`src/rtl/ahb_bm_pkg.sv`:
```
`default_nettype none
// ============================================================================
//  Module   : ahb_bm_pkg
//  Brief    : Shared AHB encodings, field widths and the address-phase bundle
//             used by the bus-matrix input stage.
//  Revision : 1.0 - initial release
// ============================================================================
package ahb_bm_pkg;

    // Field widths of the master address phase
    localparam int c_ADDR_W   = 32;
    localparam int c_USER_W   = 32;
    localparam int c_TRANS_W  = 2;
    localparam int c_SIZE_W   = 3;
    localparam int c_BURST_W  = 3;
    localparam int c_PROT_W   = 4;
    localparam int c_MASTER_W = 4;
    localparam int c_RESP_W   = 2;

    // HTRANS encodings
    localparam logic [c_TRANS_W-1:0] c_HTRANS_IDLE   = 2'b00;
    localparam logic [c_TRANS_W-1:0] c_HTRANS_BUSY   = 2'b01;
    localparam logic [c_TRANS_W-1:0] c_HTRANS_NONSEQ = 2'b10;
    localparam logic [c_TRANS_W-1:0] c_HTRANS_SEQ    = 2'b11;

    // HRESP encodings
    localparam logic [c_RESP_W-1:0] c_HRESP_OKAY  = 2'b00;
    localparam logic [c_RESP_W-1:0] c_HRESP_ERROR = 2'b01;

    // Address/control fields of one transfer (user bits kept separately so
    // they can be compiled out)
    typedef struct packed {
        logic [c_ADDR_W-1:0]   addr;
        logic [c_TRANS_W-1:0]  trans;
        logic                  write;
        logic [c_SIZE_W-1:0]   size;
        logic [c_BURST_W-1:0]  burst;
        logic [c_PROT_W-1:0]   prot;
        logic [c_MASTER_W-1:0] master;
        logic                  mastlock;
    } ahb_addr_ctrl_t;

endpackage : ahb_bm_pkg
`default_nettype wire

```
`src/rtl/ahb_bm_input_stage.sv`:
```
`default_nettype none
// ============================================================================
//  Module   : ahb_bm_input_stage
//  Brief    : AHB bus-matrix input stage. Presents the master address phase
//             to the decoder/output stages, holding it in a register and
//             inserting wait states while the addressed output stage has not
//             yet accepted it. Tracks the data phase to route ready/response.
//  Options  : AHB_BM_INPUT_USER_EN - hold and forward HAUSERS on auser_ip;
//             when undefined auser_ip is tied to zero.
//  Revision : 1.0 - initial release
// ============================================================================
module ahb_bm_input_stage
    import ahb_bm_pkg::*;
(
    input  logic                  HCLK,
    input  logic                  HRESETn,
    // Master address phase
    input  logic                  HSELS,
    input  logic [c_ADDR_W-1:0]   HADDRS,
    input  logic [c_TRANS_W-1:0]  HTRANSS,
    input  logic                  HWRITES,
    input  logic [c_SIZE_W-1:0]   HSIZES,
    input  logic [c_BURST_W-1:0]  HBURSTS,
    input  logic [c_PROT_W-1:0]   HPROTS,
    input  logic [c_MASTER_W-1:0] HMASTERS,
    input  logic                  HMASTLOCKS,
    input  logic [c_USER_W-1:0]   HAUSERS,
    input  logic                  HREADYS,
    // Response to master
    output logic                  HREADYOUTS,
    output logic [c_RESP_W-1:0]   HRESPS,
    // Address phase to decoder / output stages
    output logic                  sel_ip,
    output logic [c_ADDR_W-1:0]   addr_ip,
    output logic [c_USER_W-1:0]   auser_ip,
    output logic [c_TRANS_W-1:0]  trans_ip,
    output logic                  write_ip,
    output logic [c_SIZE_W-1:0]   size_ip,
    output logic [c_BURST_W-1:0]  burst_ip,
    output logic [c_PROT_W-1:0]   prot_ip,
    output logic [c_MASTER_W-1:0] master_ip,
    output logic                  mastlock_ip,
    output logic                  held_tran_ip,
    // Feedback from the addressed output stage
    input  logic                  active_ip,
    input  logic                  readyout_ip,
    input  logic [c_RESP_W-1:0]   resp_ip
);

    logic           r_pend_tran;
    logic           r_data_phase;
    ahb_addr_ctrl_t r_hold;
    ahb_addr_ctrl_t w_live;
    ahb_addr_ctrl_t w_sel;
    logic           w_trans_valid;
    logic           w_held;
    logic           w_accept;
    logic           w_capture;

    assign w_live = '{addr: HADDRS, trans: HTRANSS, write: HWRITES,
                      size: HSIZES, burst: HBURSTS, prot: HPROTS,
                      master: HMASTERS, mastlock: HMASTLOCKS};

    assign w_trans_valid = HSELS & HREADYS & HTRANSS[1];
    assign w_held        = r_pend_tran | w_trans_valid;
    assign w_accept      = w_held & active_ip & readyout_ip;
    // While a transfer is pending HREADYOUTS is low, so new bus fields are
    // not a real transfer and must not overwrite the held one.
    assign w_capture     = w_trans_valid & ~w_accept & ~r_pend_tran;

    // Pending flag and data-phase tracking
    always_ff @(posedge HCLK or negedge HRESETn) begin
        if (!HRESETn) begin
            r_pend_tran  <= 1'b0;
            r_data_phase <= 1'b0;
        end else begin
            if (w_accept)
                r_pend_tran <= 1'b0;
            else if (w_capture)
                r_pend_tran <= 1'b1;

            if (w_accept)
                r_data_phase <= 1'b1;
            else if (readyout_ip)
                r_data_phase <= 1'b0;
        end
    end

    // Holding register for a transfer not accepted on arrival
    always_ff @(posedge HCLK or negedge HRESETn) begin
        if (!HRESETn)
            r_hold <= '0;
        else if (w_capture)
            r_hold <= w_live;
    end

`ifdef AHB_BM_INPUT_USER_EN
    logic [c_USER_W-1:0] r_hold_auser;

    // User bits travel with the held address phase
    always_ff @(posedge HCLK or negedge HRESETn) begin
        if (!HRESETn)
            r_hold_auser <= '0;
        else if (w_capture)
            r_hold_auser <= HAUSERS;
    end

    assign auser_ip = r_pend_tran ? r_hold_auser : HAUSERS;
`else
    logic w_unused_auser;
    assign w_unused_auser = ^HAUSERS;
    assign auser_ip       = '0;
`endif

    // Address-phase mux: held copy while pending, otherwise the live bus
    always_comb begin
        w_sel  = r_pend_tran ? r_hold : w_live;
        sel_ip = r_pend_tran ? 1'b1 : (HSELS & HREADYS);
    end

    assign addr_ip      = w_sel.addr;
    assign trans_ip     = w_sel.trans;
    assign write_ip     = w_sel.write;
    assign size_ip      = w_sel.size;
    assign burst_ip     = w_sel.burst;
    assign prot_ip      = w_sel.prot;
    assign master_ip    = w_sel.master;
    assign mastlock_ip  = w_sel.mastlock;
    assign held_tran_ip = w_held;

    // Ready and response returned to the master
    always_comb begin
        HREADYOUTS = 1'b1;
        HRESPS     = c_HRESP_OKAY;
        if (r_pend_tran)
            HREADYOUTS = 1'b0;
        else if (r_data_phase)
            HREADYOUTS = readyout_ip;
        if (r_data_phase)
            HRESPS = resp_ip;
    end

endmodule : ahb_bm_input_stage
`default_nettype wire

```
`config.mk`:
```
export PLATFORM = sky130hd
export DESIGN_NAME = ahb_bm_input_stage
export DESIGN_NICKNAME = d
export VERILOG_FILES = /design/src/rtl/ahb_bm_pkg.sv /design/src/rtl/ahb_bm_input_stage.sv
export SDC_FILE = /design/constraint.sdc
export NUM_CORES = 1
export LEC_CHECK = 0
export CELL_PAD_IN_SITES_DETAIL_PLACEMENT = 0
export CELL_PAD_IN_SITES_GLOBAL_PLACEMENT = 1
export CORE_MARGIN = 2
export CORE_UTILIZATION = 30
export CTS_CLUSTER_SIZE = 8
export DETAILED_ROUTE_END_ITERATION = 7
export PLACE_DENSITY_LB_ADDON = 0.08
export SKIP_LAST_GASP = 1
export SLEW_MARGIN = 30
export SYNTH_ARGS = -nofsm -noshare
export SYNTH_HDL_FRONTEND = slang
export SYNTH_SLANG_ARGS = --single-unit
```
`constraint.sdc`:
```
create_clock -name HCLK -period 3.95 [get_ports HCLK]
set_input_delay 0.9875 -clock HCLK [delete_from_list [all_inputs] [get_ports HCLK]]
set_output_delay 0.9875 -clock HCLK [all_outputs]
set_load 0.01 [all_outputs]
```
Word level (Yosys, flattened, before mapping)
Index checks and enable logic that the tools add are counted.
{ "totals": {"register_bits": 52, "latch_bits": 0, "mem_bits_rw": 0, "rom_bits": 0, "output_inout_bits": 87, "memories": 0} }
{ "op_classes": {"add_sub_neg": 0, "multipliers": 0, "div_mod_pow": 0, "n_lt_le_gt_ge": 0, "n_eq_ne": 0, "n_shift": 0, "mux": 9, "bitwise_logic": 9, "n_reduce_logical": 2} }
{ "ops": {"columns": ["cell", "count"], "rows": [
  ["2-to-1 mux 50 bit", 1],
  ["2-to-1 mux 1 bit", 7],
  ["AND 1 bit", 6],
  ["nonzero test 2 bit", 2],
  ["2-to-1 mux 2 bit", 1],
  ["NOT 1 bit", 2],
  ["bitwise OR 1 bit", 1]
]} }

Depth between registers and ports, before layout
{ "depth": {"depth_word": 10, "mapped_depth": 5, "ltp_nobuf": 3} }

Least setup slack after synthesis
Ideal clock, no wire load.
{ "synth_timing": {"path_kind": "in2out", "start": "in HREADYS", "end": "out held_tran_ip", "arrival_ns": 1.307, "setup_slack_ns": 1.656, "stages": 2, "n_path_buf": 0, "cell_sequence": "a31oi_1 inv_1"} }
{ "synth_via": {"elab_chain_cells": 3} }
{ "synth_rtl": {"columns": ["item", "line", "rtl"], "rows": [
  ["start: declaration", "ahb_bm_input_stage.sv:28", "input logic HREADYS,"],
  ["AND 1 bit (2 in a row)", "ahb_bm_input_stage.sv:64", "assign w_trans_valid = HSELS & HREADYS & HTRANSS[1];"],
  ["bitwise OR 1 bit", "ahb_bm_input_stage.sv:65", "assign w_held = r_pend_tran | w_trans_valid;"],
  ["end: declaration", "ahb_bm_input_stage.sv:43", "output logic held_tran_ip,"]
]} }
Every way passes these cells.

Worst setup path after layout
{ "layout_timing": {"start": "in HTRANSS[1]", "end": "out held_tran_ip"} }
{ "layout_via": {"elab_chain_cells": 2} }
{ "layout_rtl": {"columns": ["item", "line", "rtl"], "rows": [
  ["start: declaration", "ahb_bm_input_stage.sv:20", "input logic [c_TRANS_W-1:0] HTRANSS,"],
  ["AND 1 bit", "ahb_bm_input_stage.sv:64", null],
  ["bitwise OR 1 bit", "ahb_bm_input_stage.sv:65", null]
]} }
Every way passes these cells.

==> flow_summary.yaml <==
global_routing:
  first_global_vias: 1872
  grt-busiest-layer: "met2"
  met1_usage: 0.158
  gr-usage-met3: 0.0386
  grtUsageMet2: 0.190
  antenna_found_initial: 0
  track_usage: 0.120
  grt_overflow: 0
  grt_pass1_wl_um: 9600
  grt_max_degree: 51
synth:
  yosys-top-cells-count: "mux2_2, dfrtp_1, buf_4, buf_6"
  yosysMostFrequentCell: "mux2_2"
  synth_cells: 210
  ys_ff_latch: 52
  synth_top_area_share: 0.459
  synthTopCellsByArea: "dfrtp_1, mux2_2, buf_4, buf_6, mux2_1"
  syn_area_sq_mm: 0.00284
  synth_warnings: 0
  yosysUniqueCellTypes: 19
  synth-seq-area-share: 0.459
  synth_edf_count: 0
  syn_area_per_cell_sq_um: 13.5
  ys.flop_type: "dfrtp_1"
  synth_top_cell_by_area: "dfrtp_1"
  synthArstFlopShare: 1.00
finish:
  fill_cells: 886
  diodes: 0
  fin_nets: 410
  drive_above_1_share: 0.340
  finalCoreUtilization: 0.436
  synthToLayoutAreaGrowth_pct: 41.4
critical_path:
  path_class: "input pin to output port"
  r2r_setup_slack_ns: 1.58
  r2r_start: "r_pend_tran$_DFFE_PN0P_"
  r2r-end: "r_hold[1]$_DFFE_PN0P_"
  required_ns: 2.96
  start_kind: "input pin"
  worstPathArrival_ns: 2.30
  crit_fanout: 3
  r2r_cells: 5
  end_kind: "output port"
routing:
  vias_per_cell: 4.42
  wl_per_cell_um: 14.3
  wirelength_um: 6200
  drt_iter0_markers: 23
  drc: 0
  drtAntennaViolNets: 0
  first_pass_iters: 3
  vias: 1911
sta:
  tns_ns: 0
  min_period_over_period: 0.833
  finClkSkew_ns: 0.00679
  max_clock_freq_ghz: 0.304
  final_max_slew_viol_count: 0
  worst_slack_ns: 0.658
  fin_crit_ns: 3.29
  worst_slew_pin_slew_ns: 0.677
  rsz0062_at_grt: "no"
  hold_violations: 0
  max_slew_margin: 0.549
  setup_viol: 0
clock_network:
  post_cts_buffers: 0
  cts.sinks: 52
  cts_buffers: 5
  cts_hold_buf: 0
  clockBufferDepth: 2
  cts_tree: "yes"
  cts-htree-levels: 2
  clk_pin_slew_ns: 0.09
  cts_resized: 0
  insertion_delay_ns: 0.31
  cts-root-buf: "clkbuf_8"
worst_hold_path:
  min_path_type: "flop to flop"
  hold_depth: 1
  worstHoldStart: "r_hold[17]$_DFFE_PN0P_"
  min_to: "r_hold[17]$_DFFE_PN0P_"
die:
  die_area_sq_mm: 0.0103
  start_util: 0.309
  die_w_um: 101
  core_area_sq_mm: 0.00920
  die_h_um: 101
  rows: 35
  io_pins: 177
pwr:
  cellLeakagePower_uw: 0.00165
  peakVddDrop_v: 0.000157
  power_density_mw_per_mm2: 407
placed_design:
  port_buffers: 112
  gp_congestion: 0.642
  place.detailed.hpwl_um: 4150
  place_ws_ns: 0.661
run_status:
  status: "finished, final reports clean"
job:
  cap_violations: 0
==> per-layer routing <==
metal	routed length, um	vias up
met1	2780	931
li1	-	895
met3	490	5
met5	0	-
met2	2880	80
met4	53	0
==> state kept, by name, summed over array words and instances, names as in the netlist <==
register      count
r_pend_tran       1
r_hold           50
r_data_phase      1
==> cells by family after synthesis <==
family          synth area share
mux                        0.389
flops                      0.459
buf+inv                    0.117
other cells              0.00132
compound gates           0.00882
simple gates              0.0256
==> worst max-delay path by stage <==
stage / slack (ns) / to / start
after global routing: 0.60 / held_tran_ip / HTRANSS[1]
after global placement: 0.65 / held_tran_ip / HTRANSS[1]
after detailed placement: 0.66 / held_tran_ip / HTRANSS[1]
final: 0.66 / held_tran_ip / HTRANSS[1]
after CTS: 0.65 / held_tran_ip / HTRANSS[1]
after floorplan: 1.66 / held_tran_ip / HREADYS
==> stage by stage <==
step | area [sq um] | cells | power, uW | hold WS [ns]
2_1_floorplan | 2950 | 241 | 1070 | 0.440
3_3_place_gp | 3920 | 424 | 1320 | 0.457
3_5_place_dp | 3920 | 424 | 1330 | 0.464
4_1_cts | 4010 | 432 | 1660 | 0.487
5_1_grt | 4010 | 432 | 1740 | 0.498
6_report | 4010 | 432 | 1630 | 0.482
==> cells in the final DEF (no fill, tap or decap) <==
cell,count
mux2_2,95
inv_1,2
or2_2,1
dfrtp_2,1
o2bb2ai_1,1
and2_1,2
conb_1,32
clkdlybuf4s50_1,111
nor3b_4,1
nand2b_1,1
clkbuf_1,2
buf_12,1
mux2_1,3
a31oi_1,1
a21oi_1,2
nand2b_4,1
nand2_1,4
buf_4,3
dfrtp_1,51
clkbuf_8,6
==> critical path: stages <==
cell             delay [ns]
clkdlybuf4s50_1        0.54
a31oi_1                0.15
inv_1                  0.10
clkdlybuf4s50_1        0.53
==> power breakdown <==
group | leakage (uW) | switching (uW) | internal (uW)
sequential | 0.000619 | 70.2 | 668
clock | 0.0000455 | 180 | 144
combinational | 0.000983 | 195 | 376
total | 0.00165 | 444 | 1190
==> final cells by class <==
cell class	instances	area, sq um	area share
inverters	2	7.51	0.00187
clock buffers	8	90.1	0.0224
multi-input cells	144	1320	0.329
well taps	111	139	0.0346
flip-flops and latches	52	1300	0.325
repair buffers	115	1150	0.287
No activity file was read; power rests on OpenSTA's default activity.
